## src/rtl/nibble_serial_subtractor.sv

```systemverilog
// Serial subtractor: diff = a - b, one 4-bit carry-lookahead slice per clock in a + ~b + 1 form.
// A start/busy/done handshake sequences each operation. Results are held until the next completion.
module nibble_serial_subtractor #(
    parameter int WIDTH = 16
) (
    input  logic             clk,
    input  logic             rst_n,
    input  logic             start,
    input  logic [WIDTH-1:0] a,
    input  logic [WIDTH-1:0] b,
    output logic             busy,
    output logic             done,
    output logic [WIDTH-1:0] diff,
    output logic             borrow,
    output logic             overflow,
    output logic             zero
);

    localparam int N  = WIDTH / 4;
    localparam int CW = (N > 1) ? $clog2(N) : 1;
    localparam logic [CW-1:0] LAST = CW'(N - 1);

    if ((WIDTH % 4) != 0 || WIDTH < 4) begin : g_bad_width
        $error("nibble_serial_subtractor: WIDTH must be a multiple of 4 and at least 4");
    end

    typedef enum logic [1:0] {
        IDLE = 2'd0,
        RUN  = 2'd1,
        DONE = 2'd2
    } state_t;

    state_t           state;
    logic [WIDTH-1:0] opa;
    logic [WIDTH-1:0] opb;
    logic             a_msb;
    logic             b_msb;
    logic             carry;
    logic [CW-1:0]    cnt;
    logic [WIDTH-1:0] wdiff;

    logic             accept;
    logic [4:0]       slice;
    logic [WIDTH+3:0] wdiff_sh;
    logic [WIDTH-1:0] wdiff_nx;

    // Standard 4-bit lookahead slice; returns {c4, sum[3:0]}.
    function automatic logic [4:0] cla4(input logic [3:0] x, input logic [3:0] y,
                                        input logic cin);
        logic [3:0] p;
        logic [3:0] g;
        logic       c1;
        logic       c2;
        logic       c3;
        logic       c4;
        p  = x ^ y;
        g  = x & y;
        c1 = g[0] | (p[0] & cin);
        c2 = g[1] | (p[1] & g[0]) | (p[1] & p[0] & cin);
        c3 = g[2] | (p[2] & g[1]) | (p[2] & p[1] & g[0]) | (p[2] & p[1] & p[0] & cin);
        c4 = g[3] | (p[3] & g[2]) | (p[3] & p[2] & g[1]) | (p[3] & p[2] & p[1] & g[0])
           | (p[3] & p[2] & p[1] & p[0] & cin);
        return {c4, p ^ {c3, c2, c1, cin}};
    endfunction

    assign accept = start && ((state == IDLE) || (state == DONE));

    // Operands shift right one nibble per cycle; the sum nibble enters at the top of the
    // working diff, so after N cycles nibble 0 has reached the least significant position.
    always_comb begin
        slice    = cla4(opa[3:0], ~opb[3:0], carry);
        wdiff_sh = {slice[3:0], wdiff};
        wdiff_nx = wdiff_sh[WIDTH+3:4];
    end

    always_ff @(posedge clk) begin
        if (!rst_n) begin
            state    <= IDLE;
            opa      <= '0;
            opb      <= '0;
            a_msb    <= 1'b0;
            b_msb    <= 1'b0;
            carry    <= 1'b0;
            cnt      <= '0;
            wdiff    <= '0;
            busy     <= 1'b0;
            done     <= 1'b0;
            diff     <= '0;
            borrow   <= 1'b0;
            overflow <= 1'b0;
            zero     <= 1'b0;
        end else begin
            done <= 1'b0;
            if (accept) begin
                opa   <= a;
                opb   <= b;
                a_msb <= a[WIDTH-1];
                b_msb <= b[WIDTH-1];
                carry <= 1'b1;
                cnt   <= '0;
                wdiff <= '0;
                state <= RUN;
                busy  <= 1'b1;
            end else begin
                case (state)
                    RUN: begin
                        opa   <= opa >> 4;
                        opb   <= opb >> 4;
                        wdiff <= wdiff_nx;
                        carry <= slice[4];
                        cnt   <= cnt + 1'b1;
                        if (cnt == LAST) begin
                            state    <= DONE;
                            busy     <= 1'b0;
                            done     <= 1'b1;
                            diff     <= wdiff_nx;
                            borrow   <= ~slice[4];
                            overflow <= (a_msb != b_msb) && (wdiff_nx[WIDTH-1] != a_msb);
                            zero     <= (wdiff_nx == '0);
                        end
                    end
                    DONE: begin
                        state <= IDLE;
                        busy  <= 1'b0;
                    end
                    default: begin
                        state <= IDLE;
                        busy  <= 1'b0;
                    end
                endcase
            end
        end
    end

endmodule

```

## config.mk

```make
export PLATFORM = sky130hd
export DESIGN_NAME = nibble_serial_subtractor
export DESIGN_NICKNAME = d
export VERILOG_FILES = /design/src/rtl/nibble_serial_subtractor.sv
export SDC_FILE = /design/constraint.sdc
export NUM_CORES = 1
export LEC_CHECK = 0
export CAP_MARGIN = 40
export CORE_MARGIN = 2
export CORE_UTILIZATION = 40
export DETAILED_ROUTE_END_ITERATION = 10
export DONT_BUFFER_PORTS = 1
export PLACE_DENSITY = 0.51
export SYNTH_ARGS = -nofsm -noshare
export SYNTH_HDL_FRONTEND = slang
export SYNTH_SLANG_ARGS = --single-unit
```

## constraint.sdc

```tcl
create_clock -name clk -period 2.3 [get_ports clk]
set_input_delay 0.46 -clock clk [delete_from_list [all_inputs] [get_ports clk]]
set_output_delay 0.46 -clock clk [all_outputs]
set_load 0.02 [all_outputs]
```

==> results of run 1 <==
cells by family (layout without fill, tap and decap cells):
logic type	Yosys count	in the layout
xor gates and xnor gates	2	2
buffers and inverters	28	27
DFF	71	71
adders and majority gates	6	6
AOI/OAI and AO/OA	90	90
and+or+nand+nor	142	142
final cells by class:
class / count / area (um2) / share of cell area, %
repair buffers: 6 / 45.0 / 1.41
well taps: 99 / 124 / 3.87
clock inverters: 5 / 57.6 / 1.80
multi-input cells: 240 / 1400 / 43.6
inverters: 5 / 18.8 / 0.586
flip-flops and latches: 71 / 1420 / 44.4
clock buffers: 11 / 141 / 4.41
flip-flops by register name, summed over array words and instances, names as in the netlist:
name and count:
borrow 1, zero 1, done 1, b_msb 1
opb 16, state 2, cnt 2, diff 16
overflow 1, carry 1, wdiff 12, opa 16
a_msb 1
power breakdown:
| group | internal [W] | leakage, nW | switching (W) |
|---|---|---|---|
| Clock | 0.000529 | 0.0916 | 0.000468 |
| Sequential | 0.00129 | 0.579 | 0.0000380 |
| Combinational | 0.000120 | 0.517 | 0.000176 |
stage by stage:
stage	utilization (%)	instance area, um2	setup WS [ps]	cells
6_report	44.6	3200	465	437
5_1_grt	44.6	3200	356	437
4_1_cts	44.6	3200	475	437
3_5_place_dp	41.9	3000	495	421
3_3_place_gp	41.9	3000	528	421
2_1_floorplan	-	2940	572	339
final timing paths:
| kind | to | slack (ps) | depth (start not counted) |
|---|---|---|---|
| worst min-delay path | opb[13] | 240 | 2 |
| worst max-delay path | zero | 470 | 5 |
| worst max register to register | zero | 470 | 5 |
| worst min register to register | opb[14] | 460 | 2 |
synthesized netlist by cell type, drive strengths merged (6+ instances only):
cell	count	share of area, %
nand3	10	1.7
a21boi	29	7.4
a22oi	14	3.6
clkbuf	9	1.1
dfxtp	71	48
nor2	14	1.9
o211a	8	2.7
buf	14	2.4
o221ai	6	1.8
nand2	92	12
a21oi	18	3.1
o21ai	8	1.5
metal layers:
layer | up-vias | track usage [%] | wire length, um
li1 | 1157 | - | -
met3 | 9 | 4.02 | 277
met2 | 41 | 28.7 | 3190
met1 | 1044 | 21.2 | 3060
met5 | - | 0 | 0
met4 | 0 | 7.18 | 110
==> reports/metrics.cfg, run 1 <==
[run_status]
status = finished, final reports clean

[placement]
gp_congestion = 0.788
io_buffer_count = 0
hpwl_um = 4370

[floorplanning]
start_util_pct = 41.0
core_area_um2 = 7180
die_h_um = 89.7
die-area_um2 = 8050
rows = 31
die_x_um = 89.7
io_pins = 56

[cts]
clock_latency_ps = 340
post_cts_resized = 0
clkSinkCount = 71
cts_made_buffers = 9
post-cts-setup-buffers = 0
cts_tree = yes
holdBufCountCts = 0
clockBufferDepth = 2
root_buffer = clkbuf_8
htreeDepth = 3
clk_pin_slew_ps = 80

[logic_synthesis]
synth_compound_area_share_pct = 22.4
ys_seq_elements = 71
postSynthCellCount = 339
synth_xor_area_share_pct = 0.596
yosysSeqAreaShare_pct = 48.3
synth_warnings = 0
syn_area_um2 = 2940
synth_top_family_by_area = compound AO/OA/AOI/OAI gates
ys_types = 43
async_flop_share_pct = 0
yosys.area_share.simple_pct = 21.7
synth_edf_count = 0
ys.flop_type = dfxtp_1
synthMuxAreaShare_pct = 0
syn_avg_cell_area_um2 = 8.67
synth_fa_ha_area_share_pct = 2.81
synth_fp_nets = 380

[worst_hold_path]
min_from = b[13]
hold_path.class = in2reg

[grt]
grtUsageTotal_pct = 17.1
grt_max_degree = 57
grt_pass1_vias = 2183
grt_first_pass_wirelength_um = 11200
antenna_found_initial = 0
overflow = 0

[routing]
wire_per_inst_um = 15.2
firstDrtPassIters = 4
routed_wl_um = 6630
vias = 2251
ant_nets = 0
drc = 0
drtIter0Drc = 82
viasPerCell = 5.15

[timing]
fin_hold_ws_ps = 244
grt_setup_unrepaired = no
fin_setup_tns_ps = 0
finalHoldViolCount = 0
maxSlewHeadroom_pct = 53.8
fmax_ghz = 0.545
tightest_slew_ps = 692
post-route-period-util_pct = 79.8
drv_slew = 0
setup_viol = 0
finalClockSkew_ps = 9.67
finalCriticalPeriod_ps = 1830

[cells_and_area]
layout_common_cells = nand2_1, dfxtp_1, a21boi_0
fillCellCount = 740
diodes = 0
final_common_cell = nand2_1
nets = 374
area_delta_synth_final_pct = 8.94
drive_above_1_share_pct = 8.28

[setup_path]
crit_family = simple AND/OR/NAND/NOR gates
startpoint_type = register
critPathMaxFanout = 4
critPathMaxStageDelay_ps = 490
critical_path.slowest_cell = fa_1
crit_buf_inv = 0
critical_path_class = reg2reg
reg2reg_from = carry
cp_cell_sequence = fa_1 -> or4_1 -> nor3_1 -> nand4_1 -> o21ai_1
cp-startpoint = carry
crit_path_end_kind = register
required_ps = 2580
worstPathArrival_ps = 2110

[power]
vdd_drop_max_v = 0.000498
power_leakage_nw = 1.19
power.density_nw_per_um2 = 817
p_total_w = 0.00262

[flow_run]
maxCapViolCount = 0

Power figures use the tool's default switching activity.
==> run 2, diff against run 1 <==
Clock period 2.3 ns to 1.8 ns, I/O delays scaled along.
==> run 2 against run 1 <==
Effect of this change:
- clock skew shrank 1.1 ps
- cell count grew 1.4%
- wire length shrank 0.98%
- combinational power grew 37%
- global-route usage shrank 0.28 points
- worst hold slack lost 89 ps
- register-to-register slack lost 420 ps
- clock-buffer cell count grew 2
- critical endpoint unchanged
- largest cell class unchanged
==> reports/metrics.cfg, run 2 (synthesis results as in run 1) <==
[grt]
grt_max_degree = 57
overflow = 0
grt_pass1_vias = 2170
grtUsageTotal_pct = 16.8
antenna_found_initial = 0
grt_first_pass_wirelength_um = 10900

[timing]
finalHoldViolCount = 0
finalCriticalPeriod_ps = 1750
grt_setup_unrepaired = no
drv_slew = 0
post-route-period-util_pct = 97.4
fin_setup_tns_ps = 0
tightest_slew_ps = 716
setup_viol = 0
fmax_ghz = 0.571
maxSlewHeadroom_pct = 52.2
finalClockSkew_ps = 8.53

[placement]
io_buffer_count = 0
hpwl_um = 4400
gp_congestion = 0.760

[cts]
clock_latency_ps = 340
post-cts-setup-buffers = 0
clkSinkCount = 71
cts_tree = yes
post_cts_resized = 0
clk_pin_slew_ps = 70
clockBufferDepth = 2
cts_made_buffers = 9
holdBufCountCts = 0
root_buffer = clkbuf_8
htreeDepth = 3

[floorplanning]
start_util_pct = 41.0
die_h_um = 89.7
die-area_um2 = 8050
io_pins = 56
die_x_um = 89.7
rows = 31
core_area_um2 = 7180

[routing]
dr_wl_met3_um = 304
firstDrtPassIters = 4
wire_per_inst_um = 14.8
viasPerCell = 5.22
drc = 0
dr_wl_met2_um = 3250
vias = 2314
wl_met1_um = 2960
ant_nets = 0
routed_wl_um = 6560
dr.max_layer_used = met4
drtIter0Drc = 84

[power]
p_switching_w = 0.000840
p_total_w = 0.00351
power_leakage_nw = 1.24
p_int_w = 0.00267
p_clk_share_pct = 40.3
power.density_nw_per_um2 = 1070
seq_power_share_pct = 48.1
switching_share_pct = 23.9
vdd_drop_max_v = 0.000450
p_comb_share_pct = 11.6

[cells_and_area]
drive_above_1_share_pct = 10.5
nets = 380
layout_common_cells = nand2_1, dfxtp_1, a21boi_0
largestRegisters = diff: 16 flops, opa: 16 flops, opb: 16 flops
area_delta_synth_final_pct = 11.5
diodes = 0
final_common_cell = nand2_1

[setup_path]
startpoint_type = register
critical_path_class = reg2reg
required_ps = 2080
crit_path_end_kind = register
worstPathArrival_ps = 2030
reg2reg_from = opb[0]
critPathMaxFanout = 3
cp-startpoint = opb[0]

[run_status]
status = finished, final reports clean

[worst_hold_path]
hold_path.class = in2reg
min_from = b[14]

[flow_run]
maxCapViolCount = 0

run 2: changes by cell type in the layout (fill, tap and decap cells not counted):
cell / delta
buf_4: +6
bufinv_16: +1
clkbuf_1: +1
clkbuf_8: +1
clkinvlp_4: -3
dfxtp_1: -1
dfxtp_2: +1
inv_1: -1
inv_2: +1
nor3_1: -1
nor3_2: +1
run 2: per-stage QoR:
step | setup WS (ps) | cells | area, um2 | util, % | hold slack (ps)
floorplan | 71.9 | 339 | 2940 | - | 434
global placement | 61.4 | 427 | 3050 | 42.5 | 444
CTS | 31.7 | 443 | 3270 | 45.6 | 133
finish | 47.5 | 443 | 3280 | 45.7 | 155
global route | 3.77 | 443 | 3280 | 45.7 | 135
detailed placement | 39.9 | 427 | 3050 | 42.5 | 452
run 2: worst paths after layout:
check | to | slack (ps) | cells past startpoint
setup reg to reg | zero | 50 | 6
hold / removal | opb[14] | 150 | 2
setup / recovery | zero | 50 | 6
hold reg to reg | opb[2] | 460 | 2
run 2: critical path, stage by stage, from the launching register on:
cell,delay [ps]
dfxtp_1,320
inv_2,50
fa_1,460
or4_1,490
nor3_2,110
nand4_1,110
o21ai_1,140
run 2: cell type report:
class / instances / area (um2)
Timing Repair Buffer: 12 / 90.1
Fill cell: 725 / 3900
Clock inverter: 3 / 65.1
Sequential cell: 71 / 1420
Tap cell: 99 / 124
Multi-Input combinational cell: 240 / 1400
Inverter: 5 / 18.8
Clock buffer: 13 / 159
run 2: routing by layer:
| metal | up-vias | global-route usage (%) |
|---|---|---|
| li1 | 1169 | - |
| met1 | 1094 | 20.2 |
| met2 | 45 | 28.4 |
| met3 | 6 | 5.45 |
| met4 | 0 | 5.77 |
| met5 | - | 0 |
run 2: power groups by stage:
stage          sequential [W]  clock (W)  combinational, W
6_report              0.00169    0.00142          0.000406
3_3_place_gp          0.00172          0          0.000407
2_1_floorplan         0.00172          0          0.000322
4_1_cts               0.00169    0.00146          0.000409
3_5_place_dp          0.00172          0          0.000406
5_1_grt               0.00170    0.00152          0.000458
